===== src/rtl/ym_saa_bus_sequencer_if.sv =====
// Request/response and chip-bus signal bundle for the YM/SAA bus sequencer.
// The requester side (decoder or bench) uses master; the sequencer uses slave.
interface ym_saa_bus_sequencer_if;
  logic       req;
  logic       req_wr;
  logic [1:0] req_chip;
  logic       req_a0;
  logic [7:0] req_data;
  logic       busy;
  logic       overrun;
  logic [7:0] rd_data;
  logic       rd_valid;
  logic       ymcs1_n;
  logic       ymcs2_n;
  logic       saacs_n;
  logic       ymrd_n;
  logic       ymwr_n;
  logic       saawr_n;
  logic       yma0;
  logic       saaa0;
  logic [7:0] d_out;
  logic       d_oe;
  logic [7:0] d_in;

  modport master (
    output req, req_wr, req_chip, req_a0, req_data, d_in,
    input  busy, overrun, rd_data, rd_valid,
    input  ymcs1_n, ymcs2_n, saacs_n, ymrd_n, ymwr_n, saawr_n,
    input  yma0, saaa0, d_out, d_oe
  );

  modport slave (
    input  req, req_wr, req_chip, req_a0, req_data, d_in,
    output busy, overrun, rd_data, rd_valid,
    output ymcs1_n, ymcs2_n, saacs_n, ymrd_n, ymwr_n, saawr_n,
    output yma0, saaa0, d_out, d_oe
  );
endinterface


===== src/rtl/ym_saa_bus_sequencer.sv =====
// Turns decoded YM1/YM2/SAA access requests into timed chip-bus cycles
// (setup, strobe, hold, recovery) with a one-deep pending request slot.
module ym_saa_bus_sequencer #(
  parameter int SETUP_CYC    = 2,
  parameter int STROBE_CYC   = 6,
  parameter int HOLD_CYC     = 2,
  parameter int RECOVERY_CYC = 4
) (
  input logic                   fclk,
  input logic                   ayres_n,
  ym_saa_bus_sequencer_if.slave bus
);

  typedef enum logic [2:0] {IDLE, SETUP, STROBE, HOLD, RECOVER} state_t;

  typedef struct packed {
    logic       wr;
    logic [1:0] chip;
    logic       a0;
    logic [7:0] data;
  } txn_t;

  localparam logic [1:0] CHIP_SAA  = 2'd2;
  localparam logic [1:0] CHIP_NONE = 2'd3;

  localparam logic [3:0] SETUP_LD   = 4'(SETUP_CYC - 1);
  localparam logic [3:0] STROBE_LD  = 4'(STROBE_CYC - 1);
  localparam logic [3:0] HOLD_LD    = 4'(HOLD_CYC - 1);
  localparam logic [3:0] RECOVER_LD = 4'(RECOVERY_CYC - 1);

  state_t     state_reg, state_next;
  logic [3:0] cnt_reg, cnt_next;
  txn_t       act_reg, act_next;
  txn_t       pend_reg, pend_next;
  logic       pend_valid_reg, pend_valid_next;
  txn_t       req_txn;
  logic       req_ok, last_cyc, req_launch, drop;
  logic       in_bus, drive_bus, strobe_on, is_ym, rd_done;

  logic [2:0] cs_n_reg;
  logic       ymrd_n_reg, ymwr_n_reg, saawr_n_reg;
  logic       yma0_reg, saaa0_reg, d_oe_reg;
  logic [7:0] d_out_reg, rd_data_reg;
  logic       busy_reg, overrun_reg, rd_valid_reg;

  always_comb begin
    req_txn         = {bus.req_wr, bus.req_chip, bus.req_a0, bus.req_data};
    req_ok          = bus.req && (bus.req_chip != CHIP_NONE);
    last_cyc        = (cnt_reg == 4'd0);
    state_next      = state_reg;
    cnt_next        = last_cyc ? cnt_reg : cnt_reg - 4'd1;
    act_next        = act_reg;
    pend_next       = pend_reg;
    pend_valid_next = pend_valid_reg;
    req_launch      = 1'b0;
    drop            = 1'b0;

    case (state_reg)
      IDLE: begin
        if (req_ok) begin
          state_next = SETUP;
          cnt_next   = SETUP_LD;
          act_next   = req_txn;
          req_launch = 1'b1;
        end
      end
      SETUP: begin
        if (last_cyc) begin
          state_next = STROBE;
          cnt_next   = STROBE_LD;
        end
      end
      STROBE: begin
        if (last_cyc) begin
          state_next = HOLD;
          cnt_next   = HOLD_LD;
        end
      end
      HOLD: begin
        if (last_cyc) begin
          state_next = RECOVER;
          cnt_next   = RECOVER_LD;
        end
      end
      RECOVER: begin
        if (last_cyc) begin
          // The pending slot has priority; an empty slot lets a same-edge
          // request start without a wasted IDLE cycle.
          if (pend_valid_reg) begin
            state_next      = SETUP;
            cnt_next        = SETUP_LD;
            act_next        = pend_reg;
            pend_valid_next = 1'b0;
          end else if (req_ok) begin
            state_next = SETUP;
            cnt_next   = SETUP_LD;
            act_next   = req_txn;
            req_launch = 1'b1;
          end else begin
            state_next = IDLE;
          end
        end
      end
      default: state_next = IDLE;
    endcase

    if (req_ok && !req_launch) begin
      if (!pend_valid_reg || (state_reg == RECOVER && last_cyc)) begin
        pend_next       = req_txn;
        pend_valid_next = 1'b1;
      end else begin
        drop = 1'b1;
      end
    end

    // SAA reads have no bus strobe, so they run the timing with the bus idle.
    in_bus    = state_next inside {SETUP, STROBE, HOLD};
    drive_bus = in_bus && !(act_next.chip == CHIP_SAA && !act_next.wr);
    strobe_on = drive_bus && (state_next == STROBE);
    is_ym     = (act_next.chip != CHIP_SAA);
    rd_done   = (state_reg == STROBE) && last_cyc && !act_reg.wr;
  end

  always_ff @(posedge fclk or negedge ayres_n) begin
    if (!ayres_n) begin
      state_reg      <= IDLE;
      cnt_reg        <= 4'd0;
      act_reg        <= '0;
      pend_reg       <= '0;
      pend_valid_reg <= 1'b0;
      ymrd_n_reg     <= 1'b1;
      ymwr_n_reg     <= 1'b1;
      saawr_n_reg    <= 1'b1;
      yma0_reg       <= 1'b0;
      saaa0_reg      <= 1'b0;
      d_out_reg      <= 8'h00;
      d_oe_reg       <= 1'b0;
      busy_reg       <= 1'b0;
      overrun_reg    <= 1'b0;
      rd_data_reg    <= 8'h00;
      rd_valid_reg   <= 1'b0;
    end else begin
      state_reg      <= state_next;
      cnt_reg        <= cnt_next;
      act_reg        <= act_next;
      pend_reg       <= pend_next;
      pend_valid_reg <= pend_valid_next;
      ymrd_n_reg     <= !(strobe_on && is_ym && !act_next.wr);
      ymwr_n_reg     <= !(strobe_on && is_ym && act_next.wr);
      saawr_n_reg    <= !(strobe_on && !is_ym);
      if (drive_bus && is_ym) begin
        yma0_reg <= act_next.a0;
      end
      if (drive_bus && !is_ym) begin
        saaa0_reg <= act_next.a0;
      end
      d_oe_reg <= in_bus && act_next.wr;
      if (in_bus && act_next.wr) begin
        d_out_reg <= act_next.data;
      end
      busy_reg     <= (state_next != IDLE) || pend_valid_next;
      overrun_reg  <= drop;
      rd_valid_reg <= rd_done;
      if (rd_done) begin
        rd_data_reg <= (act_reg.chip == CHIP_SAA) ? 8'hFF : bus.d_in;
      end
    end
  end

  // One select flop per chip: index 0 = YM1, 1 = YM2, 2 = SAA.
  genvar gi;
  generate
    for (gi = 0; gi < 3; gi++) begin : g_cs
      always_ff @(posedge fclk or negedge ayres_n) begin
        if (!ayres_n) begin
          cs_n_reg[gi] <= 1'b1;
        end else begin
          cs_n_reg[gi] <= !(drive_bus && (act_next.chip == 2'(gi)));
        end
      end
    end
  endgenerate

  assign bus.ymcs1_n  = cs_n_reg[0];
  assign bus.ymcs2_n  = cs_n_reg[1];
  assign bus.saacs_n  = cs_n_reg[2];
  assign bus.ymrd_n   = ymrd_n_reg;
  assign bus.ymwr_n   = ymwr_n_reg;
  assign bus.saawr_n  = saawr_n_reg;
  assign bus.yma0     = yma0_reg;
  assign bus.saaa0    = saaa0_reg;
  assign bus.d_out    = d_out_reg;
  assign bus.d_oe     = d_oe_reg;
  assign bus.busy     = busy_reg;
  assign bus.overrun  = overrun_reg;
  assign bus.rd_data  = rd_data_reg;
  assign bus.rd_valid = rd_valid_reg;

endmodule


===== src/flat_wrapper.sv =====
// flat-port wrapper written by rule: the top's interface ports become plain ports
module ym_saa_bus_sequencer_flat 
#(
  parameter int SETUP_CYC    = 2,
  parameter int STROBE_CYC   = 6,
  parameter int HOLD_CYC     = 2,
  parameter int RECOVERY_CYC = 4
)
  (fclk, ayres_n, bus_req, bus_req_wr, bus_req_chip, bus_req_a0, bus_req_data, bus_d_in, bus_busy, bus_overrun, bus_rd_data, bus_rd_valid, bus_ymcs1_n, bus_ymcs2_n, bus_saacs_n, bus_ymrd_n, bus_ymwr_n, bus_saawr_n, bus_yma0, bus_saaa0, bus_d_out, bus_d_oe);
  ym_saa_bus_sequencer_if bus_i ();
  input logic fclk;
  input logic ayres_n;
  input wire logic [$bits(bus_i.req)-1:0] bus_req;
  input wire logic [$bits(bus_i.req_wr)-1:0] bus_req_wr;
  input wire logic [$bits(bus_i.req_chip)-1:0] bus_req_chip;
  input wire logic [$bits(bus_i.req_a0)-1:0] bus_req_a0;
  input wire logic [$bits(bus_i.req_data)-1:0] bus_req_data;
  input wire logic [$bits(bus_i.d_in)-1:0] bus_d_in;
  output wire logic [$bits(bus_i.busy)-1:0] bus_busy;
  output wire logic [$bits(bus_i.overrun)-1:0] bus_overrun;
  output wire logic [$bits(bus_i.rd_data)-1:0] bus_rd_data;
  output wire logic [$bits(bus_i.rd_valid)-1:0] bus_rd_valid;
  output wire logic [$bits(bus_i.ymcs1_n)-1:0] bus_ymcs1_n;
  output wire logic [$bits(bus_i.ymcs2_n)-1:0] bus_ymcs2_n;
  output wire logic [$bits(bus_i.saacs_n)-1:0] bus_saacs_n;
  output wire logic [$bits(bus_i.ymrd_n)-1:0] bus_ymrd_n;
  output wire logic [$bits(bus_i.ymwr_n)-1:0] bus_ymwr_n;
  output wire logic [$bits(bus_i.saawr_n)-1:0] bus_saawr_n;
  output wire logic [$bits(bus_i.yma0)-1:0] bus_yma0;
  output wire logic [$bits(bus_i.saaa0)-1:0] bus_saaa0;
  output wire logic [$bits(bus_i.d_out)-1:0] bus_d_out;
  output wire logic [$bits(bus_i.d_oe)-1:0] bus_d_oe;
  assign bus_i.req = bus_req;
  assign bus_i.req_wr = bus_req_wr;
  assign bus_i.req_chip = bus_req_chip;
  assign bus_i.req_a0 = bus_req_a0;
  assign bus_i.req_data = bus_req_data;
  assign bus_i.d_in = bus_d_in;
  assign bus_busy = bus_i.busy;
  assign bus_overrun = bus_i.overrun;
  assign bus_rd_data = bus_i.rd_data;
  assign bus_rd_valid = bus_i.rd_valid;
  assign bus_ymcs1_n = bus_i.ymcs1_n;
  assign bus_ymcs2_n = bus_i.ymcs2_n;
  assign bus_saacs_n = bus_i.saacs_n;
  assign bus_ymrd_n = bus_i.ymrd_n;
  assign bus_ymwr_n = bus_i.ymwr_n;
  assign bus_saawr_n = bus_i.saawr_n;
  assign bus_yma0 = bus_i.yma0;
  assign bus_saaa0 = bus_i.saaa0;
  assign bus_d_out = bus_i.d_out;
  assign bus_d_oe = bus_i.d_oe;
  ym_saa_bus_sequencer #(.SETUP_CYC(SETUP_CYC), .STROBE_CYC(STROBE_CYC), .HOLD_CYC(HOLD_CYC), .RECOVERY_CYC(RECOVERY_CYC)) u_core (.fclk(fclk), .ayres_n(ayres_n), .bus(bus_i));
endmodule

===== config.mk =====
export PLATFORM = sky130hd
export DESIGN_NAME = ym_saa_bus_sequencer_flat
export DESIGN_NICKNAME = d
export VERILOG_FILES = /design/src/rtl/ym_saa_bus_sequencer_if.sv /design/src/rtl/ym_saa_bus_sequencer.sv /design/src/flat_wrapper.sv
export SDC_FILE = /design/constraint.sdc
export NUM_CORES = 1
export LEC_CHECK = 0
export CORE_ASPECT_RATIO = 1.4
export CORE_UTILIZATION = 57
export CTS_CLUSTER_DIAMETER = 150
export DETAILED_ROUTE_END_ITERATION = 16
export GPL_TIMING_DRIVEN = 0
export PLACE_DENSITY_LB_ADDON = 0.15
export SLEW_MARGIN = 20
export SYNTH_ARGS = -nofsm -noshare
export SYNTH_HDL_FRONTEND = slang
export SYNTH_SLANG_ARGS = --single-unit

===== constraint.sdc =====
create_clock -name fclk -period 4.4 [get_ports fclk]
set_input_delay 0.66 -clock fclk [delete_from_list [all_inputs] [get_ports fclk]]
set_output_delay 0.66 -clock fclk [all_outputs]
set_load 0.05 [all_outputs]

# Yosys cells after proc, flatten, opt, wreduce, memory -nomap -nowiden
# Cells that the tools add are included.
[totals] register_bits=60 input_bits=23
[classes] add_sub_neg=1 eq_ne=12 muxes=31 n_reduce_logical=38
[ops] cell="12-bit 2-to-1 mux" count=3
[ops] cell="4-bit 2-to-1 mux" count=7
[ops] cell="12-bit case mux with 2 select lines" count=1
[ops] cell="4-bit case mux with 5 select lines" count=1
[ops] cell="1-bit logical AND" count=18
[ops] cell="3-bit 2-to-1 mux" count=6
[ops] cell="3-bit case mux with 5 select lines" count=1
[ops] cell="3-bit by 2-bit equality test with 1-bit output (second input constant)" count=4
[ops] cell="1-bit zero test" count=12
[ops] cell="1-bit 2-to-1 mux" count=10
[ops] cell="8-bit 2-to-1 mux" count=1
[ops] cell="3-bit by 1-bit equality test with 1-bit output (second input constant)" count=2
[ops] cell="3-bit nonzero test" count=2
[ops] cell="2-bit equality test (second input constant)" count=2
[ops] cell="4-bit zero test" count=1
[ops] cell="2-bit inequality test (second input constant)" count=2
[ops] cell="4-bit by 1-bit subtractor with 4-bit output (second input constant)" count=1
[ops] cell="3-bit equality test (second input constant)" count=1
[ops] cell="3-bit zero test" count=1
[ops] cell="2-bit by 1-bit equality test with 1-bit output (second input constant)" count=1
[ops] cell="2-bit zero test" count=1
[ops] cell="1-bit logical OR" count=2
[ops] cell="1-bit case mux with 2 select lines" count=1
[ops] cell="2-bit AND reduction" count=1

# Logic depth before layout (Yosys ltp)
# Gate-level depths: netlist (run 1).
[depth] ltp_word=14 ltp_mapped=10 depth_no_buf=8

# Worst setup path before layout (run 1)
# OpenSTA, ideal clock, no wires.
[synth_path] path_type="register to register" start="register u_core.cnt_reg[1]" end="register u_core.saaa0_reg, in the netlist u_core.bus.saaa0" setup_ps=125 arrival_time_ps=2102 required_time_ps=4275 slack_ps=2172 stages_incl_launch_ff=11 n_path_buf=2 synth_period_minus_slack_ps=2228 path_cell_list="dfrtp_1 > inv_1 > ha_1 > or3b_1 > buf_2 > o21ai_2 > nand3_1 > o21ba_2 > buf_6 > nand3_4 > mux2_4"
[synth_via] elab_chain_cells=8 elab_cells_between_ends=20 classes_between="eq/ne (5); mux (7); reduce/logical (8)"
[synth_lines] item="start: declaration" line_no="ym_saa_bus_sequencer.sv:32" rtl="logic [3:0] cnt_reg, cnt_next;"
[synth_lines] item="start signal: assignment" line_no="ym_saa_bus_sequencer.sv:144" rtl="cnt_reg <= cnt_next;"
[synth_lines] item="4-bit zero test (*)" line_no="ym_saa_bus_sequencer.sv:49" rtl="last_cyc = (cnt_reg == 4'd0);"
[synth_lines] item="parallel branches: the longest is 7 deep, another holds 3-bit case mux with 5 select lines"
[synth_lines] item="end signal: assignment" line_no="ym_saa_bus_sequencer.sv:155" rtl="saaa0_reg <= act_next.a0;"
[synth_lines] item="end: declaration" line_no="ym_saa_bus_sequencer.sv:42" rtl="logic yma0_reg, saaa0_reg, d_oe_reg;"
# Every way passes the cells marked *.
# A chain may end at the register's enable or synchronous reset.

==> results.json, run 1 <==
{
  "grt_pass1_wl_um": 10900,
  "finalSetupTns_ps": 0,
  "maxCapViolCount": 0,
  "clock_path_buffers": 2,
  "yosys.area_share.simple": 0.154,
  "synth_area_leaders": "dfrtp_1, dfstp_2, mux2_2",
  "coreArea_mm2": 0.00488,
  "grt_pass1_vias": 2488,
  "crit_type": "primary input to flip-flop",
  "rows": 30,
  "ys.flop_type": "dfrtp_1",
  "syn_inst": 289,
  "grt_use_total": 0.263,
  "muxShareOfSynthArea": 0.0968,
  "die_area_mm2": 0.00544,
  "power.density_mw_per_mm2": 789,
  "drc": 0,
  "io_buffers": 50,
  "wl_um": 6490,
  "final_area_mm2": 0.00373,
  "syn_to_final_growth_pct": 27.1,
  "hold_class": "primary input to asynchronous set/reset pin",
  "reg2reg_depth": 9,
  "p_leak_nw": 1.54,
  "worstPathCellList": "clkdlybuf4s50_1, a21boi_2, clkbuf_1, o22ai_1, a221oi_1, mux2_2",
  "htreeDepth": 3,
  "cts-resized-gates": 0,
  "place_inst": 403,
  "num_vias": 2421,
  "synth-seq-area-share": 0.514,
  "ant_nets": 0,
  "period_needed_ps": 2680,
  "wl_per_cell_um": 15.5,
  "synth_compound_area_frac": 0.187,
  "crit_path_start_kind": "primary input",
  "maxSlewHeadroom": 0.516,
  "drv_slew": 0,
  "postCtsHoldBufs": 0,
  "dp_hpwl_um": 4550,
  "period_share": 0.609,
  "outcome": "finished clean",
  "layout_setup_ws_ps": 1720,
  "endpoint_kind": "flip-flop",
  "synth_area_mm2": 0.00293,
  "antenna_found_initial": 0,
  "synth_top_family_by_area": "compound AO/OA/AOI/OAI gates",
  "rsz0062_at_grt": "no",
  "path_clk_slew_ps": 70,
  "placed_cell_area_mm2": 0.00351,
  "cts_tree": "yes",
  "gp_congestion": 0.861,
  "fmax_ghz": 0.373,
  "crit_arrival_ps": 2960,
  "yosys_warnings": 0,
  "hold_viol": 0,
  "clkLatencyLatePin_ps": 340,
  "numCtsBuffers": 9,
  "synth_cell_types": 51,
  "ir_drop_uv": 456,
  "first_iter_violations": 117,
  "grt_max_degree": 61,
  "vias_per_cell": 5.78,
  "yosys_register_bits": 60,
  "clock-root-buffer": "clkbuf_8",
  "critPathMaxFanout": 10,
  "post-place-ws_ps": 1460,
  "finClkSkew_ps": 8.16,
  "chipHeight_um": 86.9,
  "diodes": 0,
  "synth_xor_area_frac": 0.00299,
  "cp.required_ps": 4680,
  "final_nets": 374,
  "yosys.area.top_type_share": 0.461,
  "post_cts_buffers": 0,
  "setup-violations-final": 0,
  "synthAdderAreaFrac": 0.00426,
  "cpPeakStageDelay_ps": 570,
  "firstDrtPassIters": 4,
  "synth_edf_count": 0,
  "drive_gt1_frac": 0.158,
  "cts.sinks": 60,
  "overflow": 0,
  "start_util": 0.601,
  "synth_nets": 313,
  "syn_area_per_cell_um2": 10.2,
  "synth_top_area_cell": "dfrtp_1",
  "die_w_um": 62.6,
  "critPathSlowestCell": "a221oi_1",
  "fin_cells": 419,
  "ios": 51,
  "worst_pin_slew_ps": 726,
  "async_flop_share": 1.00
}
## worst max-delay path: cells and delay by family
family                 cells  cell delay, ps
AO/OA/AOI/OAI              3            1100
buffers and inverters      2             940
multiplexers               1             270
## path summary, 6_finish.rpt
check	slack, ps	endpoint	from
max	1720	u_core.bus.yma0$_DFFE_PN0P_	bus_req
min	370	u_core.bus.rd_data[4]$_DFFE_PN0P_	ayres_n
max reg2reg	1850	u_core.bus.yma0$_DFFE_PN0P_	u_core.cnt_reg[1]$_DFF_PN0_
min reg2reg	480	u_core.bus.rd_data[0]$_DFFE_PN0P_	u_core.bus.rd_data[0]$_DFFE_PN0P_
max in group asynchronous	3540	u_core.bus.d_out[1]$_DFFE_PN0P_	ayres_n
min in group fclk	480	u_core.bus.rd_data[0]$_DFFE_PN0P_	u_core.bus.rd_data[0]$_DFFE_PN0P_
## area by class of cell
type	instances	area [µm²]
Sequential cell	60	1510
Multi-Input combinational cell	202	1310
Fill cell	356	1150
Timing Repair Buffer	50	498
Clock buffer	12	145
Buffer	20	93.8
Tap cell	64	80.1
Clock inverter	4	72.6
Inverter	7	26.3
## report_power, final
group,switching (mW),internal [mW],total [mW]
clock,0.208,0.334,0.542
combinational,0.906,0.587,1.49
sequential,0.117,0.790,0.907
## logic make-up after synthesis
kind of cell	after synthesis
compound gates	84
flops	60
simple gates	91
fa+ha+maj	1
xor+xnor	1
buf+inv	27
mux	25
## routing by layer
layer | up-vias | wire [µm] | GRT usage
li1 | 1147 | - | -
met1 | 1172 | 2550 | 0.279
met2 | 79 | 3430 | 0.471
met3 | 23 | 311 | 0.0628
met4 | 0 | 199 | 0.161
met5 | - | 0 | 0
## cell usage after synthesis (2+ instances only)
master / number
a211o_1: 8
a211oi_1: 8
a21oi_1: 28
buf_1: 2
buf_2: 9
clkbuf_1: 8
dfrtp_1: 54
dfstp_2: 6
inv_1: 7
mux2_1: 10
mux2_2: 13
nand2_1: 37
nand2b_1: 4
nand3_1: 5
nor2_1: 17
nor2b_1: 13
nor3_1: 3
o21a_1: 2
o21ai_0: 7
o21ai_1: 8
o21ai_2: 2
o22ai_1: 7
o31ai_1: 2
or2_2: 2
## metrics by stage
stage / power (mW) / utilization / hold WS, ps
2_1_floorplan: 1.98 / - / 364
3_3_place_gp: 2.35 / 0.720 / 468
3_5_place_dp: 2.40 / 0.720 / 475
4_1_cts: 2.95 / 0.764 / 398
5_1_grt: 3.11 / 0.764 / 430
6_report: 2.94 / 0.764 / 372
## cell usage in the layout (no fill, tap or decap), types with 3 or more instances in the layout
cell type         n
dfrtp_1          54
clkdlybuf4s50_1  49
nand2_1          37
a21oi_1          28
nor2_1           17
nor2b_1          13
mux2_2           13
clkbuf_1         10
mux2_1           10
clkbuf_8         10
buf_2             9
a211oi_1          8
a211o_1           8
o21ai_1           8
inv_1             7
o22ai_1           7
o21ai_0           7
dfstp_2           6
nand3_1           5
nand2b_1          4
nor3_1            3
(Power assumes the default switching activity.)
==> inputs of run 2 (changes only) <==
Settings changed: CORE_UTILIZATION 57 to 53.
Clock period 4.4 ns to 2.5 ns, I/O delays scaled along.
==> results.json, run 2 (synthesized netlist as in run 1, its figures left out) <==
{
  "final_nets": 375,
  "ir_drop_uv": 669,
  "placed_cell_area_mm2": 0.00353,
  "gp_congestion": 0.832,
  "crit_type": "flip-flop to flip-flop",
  "r2r_start": "u_core.cnt_reg[1]$_DFF_PN0_",
  "crit_path_start_kind": "flip-flop",
  "clock-root-buffer": "clkbuf_8",
  "die_w_um": 64.9,
  "maxSlewHeadroom": 0.565,
  "final-seq-area_mm2": 0.00151,
  "crit_arrival_ps": 2620,
  "diodes": 0,
  "endpoint_kind": "flip-flop",
  "die_area_mm2": 0.00584,
  "coreArea_mm2": 0.00524,
  "critPathMaxFanout": 10,
  "numCtsBuffers": 9,
  "fin_util": 0.717,
  "drive_gt1_frac": 0.177,
  "clock_path_buffers": 2,
  "num_vias": 2415,
  "cts_tree": "yes",
  "firstDrtPassIters": 4,
  "chipHeight_um": 90.0,
  "finalSetupTns_ps": 0,
  "ios": 51,
  "power.density_mw_per_mm2": 1340,
  "vias_per_cell": 5.72,
  "period_share": 0.958,
  "hold_class": "flip-flop to flip-flop",
  "overflow": 0,
  "grt_max_degree": 32,
  "n_fill_cell": 403,
  "multi_input_area_mm2": 0.00134,
  "hold_end": "u_core.bus.rd_data[4]$_DFFE_PN0P_",
  "fmax_ghz": 0.417,
  "setup-violations-final": 0,
  "r2r_end": "u_core.bus.saaa0$_DFFE_PN0P_",
  "p_leak_nw": 1.55,
  "antenna_found_initial": 0,
  "cp.required_ps": 2720,
  "rsz0062_at_grt": "no",
  "maxCapViolCount": 0,
  "finClkSkew_ps": 7.56,
  "dp_hpwl_um": 4580,
  "hp-start": "u_core.bus.rd_data[4]$_DFFE_PN0P_",
  "final_cell_mix": "dfrtp_1, clkdlybuf4s50_1, nand2_1",
  "min_path_cells": 2,
  "grt_pass1_vias": 2366,
  "rows": 31,
  "fin_cells": 422,
  "wl_um": 6510,
  "reg2reg_depth": 10,
  "hold_viol": 0,
  "worst_pin_slew_ps": 650,
  "start_util": 0.560,
  "syn_to_final_growth_pct": 28.0,
  "drc": 0,
  "first_iter_violations": 124,
  "drv_slew": 0,
  "grt_pass1_wl_um": 10900,
  "grt_use_total": 0.247,
  "path_clk_slew_ps": 60,
  "cts.sinks": 60,
  "layout_commonest_cell": "dfrtp_1",
  "outcome": "finished clean",
  "io_buffers": 50,
  "clkLatencyLatePin_ps": 340,
  "period_needed_ps": 2400,
  "place_inst": 406,
  "final_area_mm2": 0.00375,
  "ant_nets": 0,
  "r2r_slack_ps": 100,
  "htreeDepth": 3,
  "wl_per_cell_um": 15.4,
  "power_mw": 5.05
}
[run 2: layout make-up]
class / count / area share
sequential: 60 / 0.402
buffer: 19 / 0.0247
tap: 66 / 0.0220
multi-input combinational: 202 / 0.356
clock buffer: 15 / 0.0470
inverter: 7 / 0.00700
timing repair buffer: 52 / 0.141
clock inverter: 1 / 0.00133
[run 2: worst max-delay path by stage]
| stage | end | depth (start not counted) | slack, ps | from |
|---|---|---|---|---|
| 3_5_place_dp | u_core.bus.yma0$_DFFE_PN0P_ | 6 | -230 | bus_req |
| 6_report | u_core.bus.saaa0$_DFFE_PN0P_ | 10 | 100 | u_core.cnt_reg[1]$_DFF_PN0_ |
| 5_1_grt | u_core.bus.saaa0$_DFFE_PN0P_ | 10 | 9 | u_core.cnt_reg[0]$_DFF_PN0_ |
| 2_1_floorplan | u_core.bus.saaa0$_DFFE_PN0P_ | 10 | 270 | u_core.cnt_reg[1]$_DFF_PN0_ |
| 3_3_place_gp | u_core.bus.d_out[0]$_DFFE_PN0P_ | 1 | -790 | ayres_n |
| 4_1_cts | u_core.bus.saaa0$_DFFE_PN0P_ | 10 | 30 | u_core.cnt_reg[0]$_DFF_PN0_ |
[run 2: routing by layer]
metal  vias to the layer above  part of all wire  GRT usage
met5                         -                 0          0
met4                         0             0.016      0.143
met3                         9             0.044     0.0546
met2                        70              0.52      0.408
met1                      1182              0.42      0.288
li1                       1154                 -          -
[run 2: metrics by stage]
step                hold slack, ps  setup slack (ps)
detailed placement             332              -230
global placement               468              -789
finish                         488               104
global route                   512              9.45
CTS                            491              27.1
floorplan                     79.4               272
[run 2: power breakdown]
group	internal [mW]	leakage, nW	switching [mW]
logic	1.06	0.783	1.61
registers	1.39	0.668	0.209
clock network	0.440	0.0937	0.347
total	2.89	1.55	2.16
[run 2: repair_timing]
item | 4_1_cts | 5_1_grt
setup buffers | 0 | 0
hold endpoints to repair | 24 | 0
hold buffers | 1 | 0
setup endpoints to repair | 2 | 28
resized for setup | 3 | 6
[run 2: critical path, cell delays in order (launching register included)]
cell     delay [ps]
dfrtp_1         410
inv_2           100
ha_4            150
or3b_1          330
buf_2           190
o21ai_2         140
nand3_2         120
o21ba_2         270
buf_6           160
nand3_4         100
mux2_4          320
